### config.mk
export PLATFORM = sky130hd
export DESIGN_NAME = axis_channel_arbiter
export DESIGN_NICKNAME = d
export VERILOG_FILES = /design/src/rtl/axis_channel_arbiter.sv
export VERILOG_INCLUDE_DIRS = /design/src /design/src/rtl
export SDC_FILE = /design/constraint.sdc
export NUM_CORES = 1
export LEC_CHECK = 0
export ABC_AREA = 1
export BUFFER_PORTS_ARGS = -buffer_cell sky130_fd_sc_hd__clkbuf_2
export CAP_MARGIN = 5
export CORE_AREA = 2 2 168 170
export DETAILED_ROUTE_END_ITERATION = 6
export DIE_AREA = 0 0 170 172
export PLACE_DENSITY = 0.5
export SLEW_MARGIN = 20
export SYNTH_ARGS = -nofsm -noshare
export SYNTH_HDL_FRONTEND = slang
export SYNTH_SLANG_ARGS = --single-unit
### constraint.sdc
create_clock -name clk_i -period 7.4 [get_ports clk_i]
set_clock_uncertainty 0.1 [all_clocks]
set_input_delay 0.37 -clock clk_i [delete_from_list [all_inputs] [get_ports clk_i]]
set_output_delay 0.37 -clock clk_i [all_outputs]
set_load 0.02 [all_outputs]
### src/rtl/axis_type.svh
// axis_type: AXI-Stream beat and handshake types; included inside a module that defines DATA_WIDTH, ID_WIDTH, DEST_WIDTH, USER_WIDTH
typedef struct packed {
  logic [DATA_WIDTH-1:0] tdata;
  logic [ID_WIDTH-1:0]   tid;
  logic [DEST_WIDTH-1:0] tdest;
  logic [USER_WIDTH-1:0] tuser;
  logic                  tlast;
} axis_data_t;

typedef struct packed {
  axis_data_t data;
  logic       tvalid;
} axis_mosi_t;

typedef struct packed {
  logic tready;
} axis_miso_t;

### src/rtl/axis_channel_arbiter.sv
// axis_channel_arbiter: packet-atomic round-robin merge of CHANNEL_NUMBER AXI-Stream channels into one registered output
//   clk_i/rst_i : clock, synchronous active-high reset
//   in_mosi_i   : per-channel axis_mosi_t (data incl. TLAST, TVALID), packed flat
//   in_miso_o   : per-channel axis_miso_t (TREADY)
//   out_mosi_o  : merged axis_mosi_t from the single output register slot
//   out_miso_i  : merged axis_miso_t (TREADY)
//   grant_o     : channel index owning the beat in the output slot
module axis_channel_arbiter #(
  parameter int CHANNEL_NUMBER = 8,
  parameter int DATA_WIDTH     = 32,
  parameter int ID_WIDTH       = 4,
  parameter int DEST_WIDTH     = 4,
  parameter int USER_WIDTH     = 4
) (
  input  logic                                                                     clk_i,
  input  logic                                                                     rst_i,
  input  logic [CHANNEL_NUMBER-1:0][DATA_WIDTH+ID_WIDTH+DEST_WIDTH+USER_WIDTH+1:0] in_mosi_i,
  output logic [CHANNEL_NUMBER-1:0]                                                in_miso_o,
  output logic [DATA_WIDTH+ID_WIDTH+DEST_WIDTH+USER_WIDTH+1:0]                     out_mosi_o,
  input  logic                                                                     out_miso_i,
  output logic [$clog2(CHANNEL_NUMBER)-1:0]                                        grant_o
);
  `include "axis_type.svh"

  localparam int GW = $clog2(CHANNEL_NUMBER);

  typedef enum logic {IDLE, LOCKED} state_t;

  axis_mosi_t [CHANNEL_NUMBER-1:0] w_in;
  axis_miso_t [CHANNEL_NUMBER-1:0] w_in_rdy;
  axis_miso_t                      w_out_rdy;
  axis_mosi_t                      r_out;
  state_t                          r_state, w_state;
  logic [GW-1:0]                   r_ptr, w_ptr, r_lck, w_lck, r_grant, w_cand, w_sel;
  logic                            w_found, w_req, w_free, w_take;

  function automatic logic [GW-1:0] wrap(input int v);
    return GW'(v % CHANNEL_NUMBER);
  endfunction

  assign w_in       = in_mosi_i;
  assign in_miso_o  = w_in_rdy;
  assign w_out_rdy  = out_miso_i;
  assign out_mosi_o = r_out;
  assign grant_o    = r_grant;

  // Descending scan so the valid channel closest to ptr (ptr itself first) wins.
  always_comb begin
    w_cand  = r_ptr;
    w_found = 1'b0;
    for (int k = CHANNEL_NUMBER - 1; k >= 0; k--)
      if (w_in[wrap(int'(r_ptr) + k)].tvalid) begin
        w_cand  = wrap(int'(r_ptr) + k);
        w_found = 1'b1;
      end
  end

  assign w_free = !r_out.tvalid || w_out_rdy.tready;
  assign w_sel  = r_state == LOCKED ? r_lck : w_cand;
  assign w_req  = r_state == LOCKED ? w_in[r_lck].tvalid : w_found;
  // Accept is combinational on downstream TREADY so a full slot can hand over and reload in the same cycle.
  assign w_take = !rst_i && w_req && w_free;

  always_comb begin
    w_in_rdy               = '0;
    w_in_rdy[w_sel].tready = w_take;
    w_state                = r_state;
    w_ptr                  = r_ptr;
    w_lck                  = r_lck;
    if (w_take) begin
      w_state = w_in[w_sel].data.tlast ? IDLE : LOCKED;
      w_lck   = w_in[w_sel].data.tlast ? r_lck : w_sel;
      w_ptr   = w_in[w_sel].data.tlast ? wrap(int'(w_sel) + 1) : r_ptr;
    end
  end

  always_ff @(posedge clk_i) begin
    if (rst_i) begin
      r_state <= IDLE;
      r_ptr   <= '0;
      r_lck   <= '0;
      r_out   <= '0;
      r_grant <= '0;
    end else begin
      r_state <= w_state;
      r_ptr   <= w_ptr;
      r_lck   <= w_lck;
      if (w_take) begin
        r_out   <= w_in[w_sel];
        r_grant <= w_sel;
      end else if (w_out_rdy.tready) begin
        r_out.tvalid <= 1'b0;
      end
    end
  end
endmodule

Word level (Yosys, flattened, before mapping)
Cells that the tools add are included.
{"block": "totals", "wordCells": 83, "ff_bits": 56}
{"block": "classes", "mux": 43, "n_bitwise": 2, "add_sub_neg": 8, "reduce_logical": 9, "magnitude_cmp": 11}
{"operator": "binary-select mux 46 bit (select 3 bit)", "count": 10}
{"operator": "2-to-1 mux 46 bit", "count": 1}
{"operator": "< comparator 3 x 4 -> 1 bit, second input constant", "count": 10}
{"operator": "2-to-1 mux 3 bit", "count": 9}
{"operator": "2-to-1 mux 1 bit", "count": 22}
{"operator": "adder 3 bit, second input constant", "count": 4}
{"operator": "bitwise AND 8 bit", "count": 1}
{"operator": "adder 3 x 1 -> 3 bit, second input constant", "count": 2}
{"operator": "adder 3 x 2 -> 3 bit, second input constant", "count": 2}
{"operator": "AND reduction 2 bit", "count": 2}
{"operator": "demux 1 bit (select 3 bit)", "count": 1}
{"operator": "greater-or-equal comparator 3 x 1 -> 1 bit, second input constant", "count": 1}
{"operator": "logical AND 1 bit", "count": 3}
{"operator": "logical NOT 1 bit", "count": 2}
{"operator": "nonzero test 2 bit", "count": 1}
{"operator": "logical OR 1 bit", "count": 1}
{"operator": "inverter 1 bit", "count": 1}

Longest topological paths before layout
{"block": "depth", "ltp_word": 17, "depth_mapped": 27, "mapped_depth_nobuf": 25}

Worst setup path before layout
Ideal clock, no wire load.
{"block": "synth_timing", "path_type": "register -> output", "from": "register r_ptr[0]", "to": "output port in_miso_o[0]", "slack_ns": 4.085, "path_stages_with_launch": 24, "arrival_ns": 2.845, "path_cell_list": "dfxtp_1 > buf_6 > inv_4 > buf_6 > ha_1 > inv_1 > nand3_1 > nand3_1 > nand2_2 > inv_2 > nand2_1 > nand2_1 > nand2_1 > nand2_1 > nand2_1 > nand3_1 > nand3_4 > nand2_4 > inv_4 > buf_6 > buf_2 > nor2_1 > inv_1 > nor2_1"}
{"block": "synth_via", "elab_chain_cells": 17, "word_cells_on_any_way": 49, "classes_between": "7 x add/sub; 2 x order compare; 36 x mux; 1 x bitwise; 3 x reduce/logical"}
{"item": "from (decl)", "line_no": "axis_channel_arbiter.sv:34", "source": "logic [GW-1:0] r_ptr, w_ptr, r_lck, w_lck, r_grant, w_cand, w_sel;"}
{"item": "from (signal assigned)", "line_no": "axis_channel_arbiter.sv:86", "source": "r_ptr <= w_ptr;"}
{"item": "adder 3 bit", "line_no": "axis_channel_arbiter.sv:52, axis_channel_arbiter.sv:53"}
{"item": "binary-select mux 46 bit (select 3 bit)", "line_no": "axis_channel_arbiter.sv:52", "source": "if (w_in[wrap(int'(r_ptr) + k)].tvalid) begin"}
{"item": "2-to-1 mux 1 bit (implied by the code)", "line_no": "axis_channel_arbiter.sv:52"}
{"item": "2-to-1 mux 3 bit (7 in a row)", "line_no": "axis_channel_arbiter.sv:52"}
{"item": "2-to-1 mux 3 bit (*)", "line_no": "axis_channel_arbiter.sv:52"}
{"item": "2-to-1 mux 3 bit (*)", "line_no": "axis_channel_arbiter.sv:59", "source": "assign w_sel = r_state == LOCKED ? r_lck : w_cand;"}
{"item": "via w_sel[0]", "line_no": "axis_channel_arbiter.sv:34"}
{"item": "< comparator 3 x 4 -> 1 bit (implied by the code) or greater-or-equal comparator 3 x 1 -> 1 bit (tied branches)", "line_no": "axis_channel_arbiter.sv:66", "source": "w_in_rdy[w_sel].tready = w_take;"}
{"item": "logical AND 1 bit (implied by the code)", "line_no": "axis_channel_arbiter.sv:66"}
{"item": "2-to-1 mux 1 bit (implied by the code)", "line_no": "axis_channel_arbiter.sv:66"}
{"item": "demux 1 bit (select 3 bit) (*)", "line_no": "axis_channel_arbiter.sv:66"}
{"item": "bitwise AND 8 bit (no source line) (*)"}
{"item": "to (decl)", "line_no": "axis_channel_arbiter.sv:18", "source": "output logic [CHANNEL_NUMBER-1:0] in_miso_o,"}
Mark *: on every way through the listed nets, which the timed path passes. The rest lies on a longest branch. The select of a mux whose other input is x is not followed.

Worst setup path after layout
{"block": "layout_timing", "from": "register r_ptr[0]", "to": "output port in_miso_o[1]"}
{"block": "layout_via", "elab_chain_cells": 17, "word_cells_on_any_way": 49, "classes_between": "7 x add/sub; 2 x order compare; 36 x mux; 1 x bitwise; 3 x reduce/logical"}
{"item": "adder 3 bit", "line_no": "axis_channel_arbiter.sv:52, axis_channel_arbiter.sv:53"}
{"item": "binary-select mux 46 bit (select 3 bit)", "line_no": "axis_channel_arbiter.sv:52"}
{"item": "2-to-1 mux 1 bit (implied by the code)", "line_no": "axis_channel_arbiter.sv:52"}
{"item": "2-to-1 mux 3 bit (8 in a row)", "line_no": "axis_channel_arbiter.sv:52"}
{"item": "2-to-1 mux 3 bit", "line_no": "axis_channel_arbiter.sv:59"}
{"item": "< comparator 3 x 4 -> 1 bit (implied by the code) or greater-or-equal comparator 3 x 1 -> 1 bit (tied branches)", "line_no": "axis_channel_arbiter.sv:66"}
{"item": "logical AND 1 bit (implied by the code)", "line_no": "axis_channel_arbiter.sv:66"}
{"item": "2-to-1 mux 1 bit (implied by the code)", "line_no": "axis_channel_arbiter.sv:66"}
{"item": "demux 1 bit (select 3 bit)", "line_no": "axis_channel_arbiter.sv:66"}
{"item": "bitwise AND 8 bit (no source line) (*)"}
Every way passes the cells marked *; elsewhere a longest branch is shown, timed or not. The select of a mux whose other input is x is not followed.

==> Flow_metrics.wiki <==
{| class="wikitable"
! Metric !! Value
|-
| Number of ports placed on the die boundary || 428
|-
| CTS clock-pin slew for the worst setup and hold paths || 0.07 ns
|-
| Top flip-flop cell by instance count after synthesis || sky130_fd_sc_hd__dfxtp_1
|-
| Number of synthesized flops with an enable pin || 0
|-
| Final HPWL DP || 23.13 mm
|-
| Accumulated negative setup slack || 0 ns
|-
| Critical path depth in cells || 20
|-
| Worst Reg2Reg Path Length in Cells || 22
|-
| Fraction of registers with async set/reset || 0%
|-
| DR vias || 8874
|-
| Highest Clock Rate || 199.4 MHz
|-
| Startpoint kind of the worst setup timing path || register
|-
| Transition time at the pin with the least slew margin || 0.9419 ns
|-
| Delay of the slowest cell on the worst path || 0.69 ns
|-
| Number of DRC violations after detailed-routing iteration 0 || 543
|-
| Worst skew pair latency || 0.30 ns
|-
| Area overhead of the layout relative to synthesis || 37.03%
|-
| Via count of the first global-routing pass || 8304
|-
| Maximum fanout along the worst path || 114
|-
| Arrival time of data at the critical path endpoint || 4.54 ns
|-
| Post-CTS Hold Buffers || 0
|-
| Antenna Violating Nets Remaining || 0
|-
| Cell Chain, Critical Path || inv_4, ha_1, inv_1, nand3_1, nand3_1, nand2_2, inv_2, nand2_1, nand2_1, nand2_1, nand2_1, nand2_1, nand2_1, nand2_1, nand3_4, nand2_8, inv_6, nand2_1, nor2_1, clkbuf_2
|-
| Share of total power in combinational logic || 83.5%
|-
| Vertical die dimension || 172 um
|-
| Syn avg cell area || 5.167 sq um
|-
| CTS tree || built
|-
| Leakage power of the design || 0.005097 uW
|-
| Sum of overflow across all layers after global routing || 0
|-
| Die span in x || 170 um
|-
| Post-Route Utilization || 31.64%
|-
| DRC errors left || 0
|-
| Sum of buffers and inverters on the critical path || 5
|-
| Minimum setup slack after placement || 2.808 ns
|-
| Final critical-path share of the clock period || 67.77%
|-
| Status || finished clean
|-
| Number of max-slew violations in the final report || 0
|-
| Placeable core region || 27480 sq um
|-
| Net count of the mapped netlist || 1602
|-
| Drt via density || 4.570
|-
| Gate count of the mapped netlist || 1228
|-
| Global routing met2 resource utilization || 35.24%
|-
| Worst vdd ir || 0.0003002 V
|-
| Number of synthesized register bits || 56
|-
| Global route hottest layer || met2
|-
| Kind of end point of the critical path || output pin
|-
| Synth Warn # || 0
|-
| Number of placement rows || 61
|-
| Slowest stage cell, crit path || sky130_fd_sc_hd__inv_6
|-
| Final-report hold violation count || 0
|-
| Initial core utilization || 23.09%
|-
| Met3 track demand over resource in global routing || 2.976%
|-
| Final worst setup slack || 2.385 ns
|-
| Maximum buffer depth of the clock tree || 2
|-
| Average wire per standard cell || 15.50 um
|-
| GR met1 Demand/Resource || 24.20%
|-
| First-pass GRT wire length || 44.58 mm
|-
| Switching power || 2958 uW
|-
| Crit path kind || reg -> out
|-
| # nets final || 1969
|-
| Classification of the worst-slack hold path || in -> reg
|-
| Placer Congestion || 0.8479
|-
| Final wirelength || 30.09 mm
|-
| Num CTS Buffers || 5
|-
| Power per cell area || 534.4 nW/um^2
|-
| Total of endpoints with negative setup slack in the final report || 0
|-
| Min Hold Slack || 0.1985 ns
|-
| Reported max-cap violation count || 0
|-
| Number of search-and-repair iterations in the first detailed-routing pass || 5
|-
| Yosys cell types || 40
|-
| Clock sink total || 56
|-
| All-Layer GR Usage || 19.49%
|-
| Most frequent cell on the critical path || sky130_fd_sc_hd__nand2_1
|-
| Inserted Diodes || 0
|-
| Resize count post-CTS || 0
|-
| Internal Pwr Total || 1689 uW
|-
| Full die area || 29240 sq um
|-
| Sequential area share after synthesis || 17.67%
|-
| Max_slew headroom || 37.11%
|-
| Reg power frac || 11.0%
|-
| Clock share of power || 5.5%
|-
| Largest delay contributor family on the critical path || simple AND/OR/NAND/NOR gates
|-
| Layout cells sized above 1 || 31.95%
|-
| Number of antenna violations at the first check in global routing || 0
|-
| Worst hold path depth || 2
|-
| Port buffer count || 427
|-
| Pin count of the biggest net entering global routing || 115
|-
| Cell area after synthesis || 6345 sq um
|-
| Clock tree root driver cell || sky130_fd_sc_hd__clkbuf_16
|-
| RSZ-0062 raised after global routing || no
|-
| Switching part of the total power || 63.65%
|-
| Number of H-tree branching levels || 2
|-
| Minimum clock period || 5.015 ns
|-
| Number of setup buffers added after CTS || 0
|-
| Required @ worst endpoint || 6.93 ns
|}
cells by family after synthesis:
logic type | after synthesis | share of synthesized area, %
AOI/OAI and AO/OA | 110 | 9.624
DFF | 56 | 17.67
xor gates and xnor gates | 3 | 0.5326
adders and majority gates | 3 | 0.5917
buffers and inverters | 118 | 9.683
and+or+nand+nor | 938 | 61.90
power groups by stage:
| stage | logic, uW | clock network, uW | registers, uW |
|---|---|---|---|
| global route | 4390 | 284 | 528 |
| floorplan | 2890 | 0 | 631 |
| CTS | 3930 | 271 | 510 |
| finish | 3880 | 257 | 510 |
| detailed placement | 3910 | 0 | 515 |
| global placement | 3930 | 0 | 512 |
synthesized netlist by cell type, types with 2 or more instances:
library cell,count,area (sq um)
sky130_fd_sc_hd__buf_1,2,7.510
sky130_fd_sc_hd__a21oi_2,8,70.07
sky130_fd_sc_hd__nor3_1,5,25.02
sky130_fd_sc_hd__inv_2,7,26.28
sky130_fd_sc_hd__a21oi_1,45,225.2
sky130_fd_sc_hd__clkbuf_1,12,45.04
sky130_fd_sc_hd__nor3_2,17,170.2
sky130_fd_sc_hd__nor2_1,73,274.0
sky130_fd_sc_hd__nand2_1,712,2673
sky130_fd_sc_hd__nor2_8,2,40.04
sky130_fd_sc_hd__o211ai_1,3,22.52
sky130_fd_sc_hd__buf_4,3,22.52
sky130_fd_sc_hd__nand2_4,3,33.78
sky130_fd_sc_hd__ha_1,3,37.54
sky130_fd_sc_hd__dfxtp_1,56,1121
sky130_fd_sc_hd__buf_6,11,123.9
sky130_fd_sc_hd__inv_1,32,120.1
sky130_fd_sc_hd__nor2_2,18,112.6
sky130_fd_sc_hd__nand4_1,22,137.6
sky130_fd_sc_hd__o21ai_1,3,15.01
sky130_fd_sc_hd__buf_2,46,230.2
sky130_fd_sc_hd__o21ai_0,47,235.2
sky130_fd_sc_hd__inv_4,2,12.51
sky130_fd_sc_hd__nand2_2,4,25.02
sky130_fd_sc_hd__nand3_1,77,385.4
registers in the layout, indices dropped and copies added (netlist names):
name and flops:
grant_o 3, out_mosi_o 46, r_lck 3, r_ptr 3
r_state 1
final timing paths:
path	endpoint	start	slack [ns]
hold / removal	r_lck[1]	rst_i	0.20
hold reg to reg	out_mosi_o[0]	out_mosi_o[0]	0.40
setup / recovery	in_miso_o[1]	r_ptr[0]	2.39
setup reg to reg	out_mosi_o[18]	r_ptr[0]	2.83
layout make-up:
cell class | count | area, sq um
fillers | 3206 | 18780
well taps | 346 | 432.9
repair buffers | 436 | 2205
multi-input cells | 1054 | 4624
flip-flops and latches | 56 | 1121
clock buffers | 8 | 146.4
inverters | 42 | 165.2
stage by stage:
step / std cells / total power (uW) / cell area [sq um]
after floorplan: 1228 / 3524 / 6345
after global placement: 1934 / 4438 / 8548
after detailed placement: 1934 / 4426 / 8548
after CTS: 1942 / 4708 / 8695
after global routing: 1942 / 5200 / 8695
final: 1942 / 4647 / 8695
cells in the final DEF, fill, tap and decap left out, drive strengths merged:
cell type / instances
nand2: 719
clkbuf: 435
nor2: 94
nand3: 79
dfxtp: 56
a21oi: 53
o21ai: 50
inv: 42
nand4: 22
nor3: 22
buf: 9
o211ai: 3
ha: 3
xor2: 2
xnor2: 1
a21boi: 1
a31oi: 1
nor4: 1
o41ai: 1
a41oi: 1
and3: 1
metal layers:
| layer | routed length (um) | vias to the layer above |
|---|---|---|
| met1 | 12550 | 3903 |
| met3 | 1871 | 32 |
| met2 | 15110 | 357 |
| li1 | - | 4582 |
| met4 | 561 | 0 |
| met5 | 0 | - |
No activity file was read; power rests on OpenSTA's default activity.
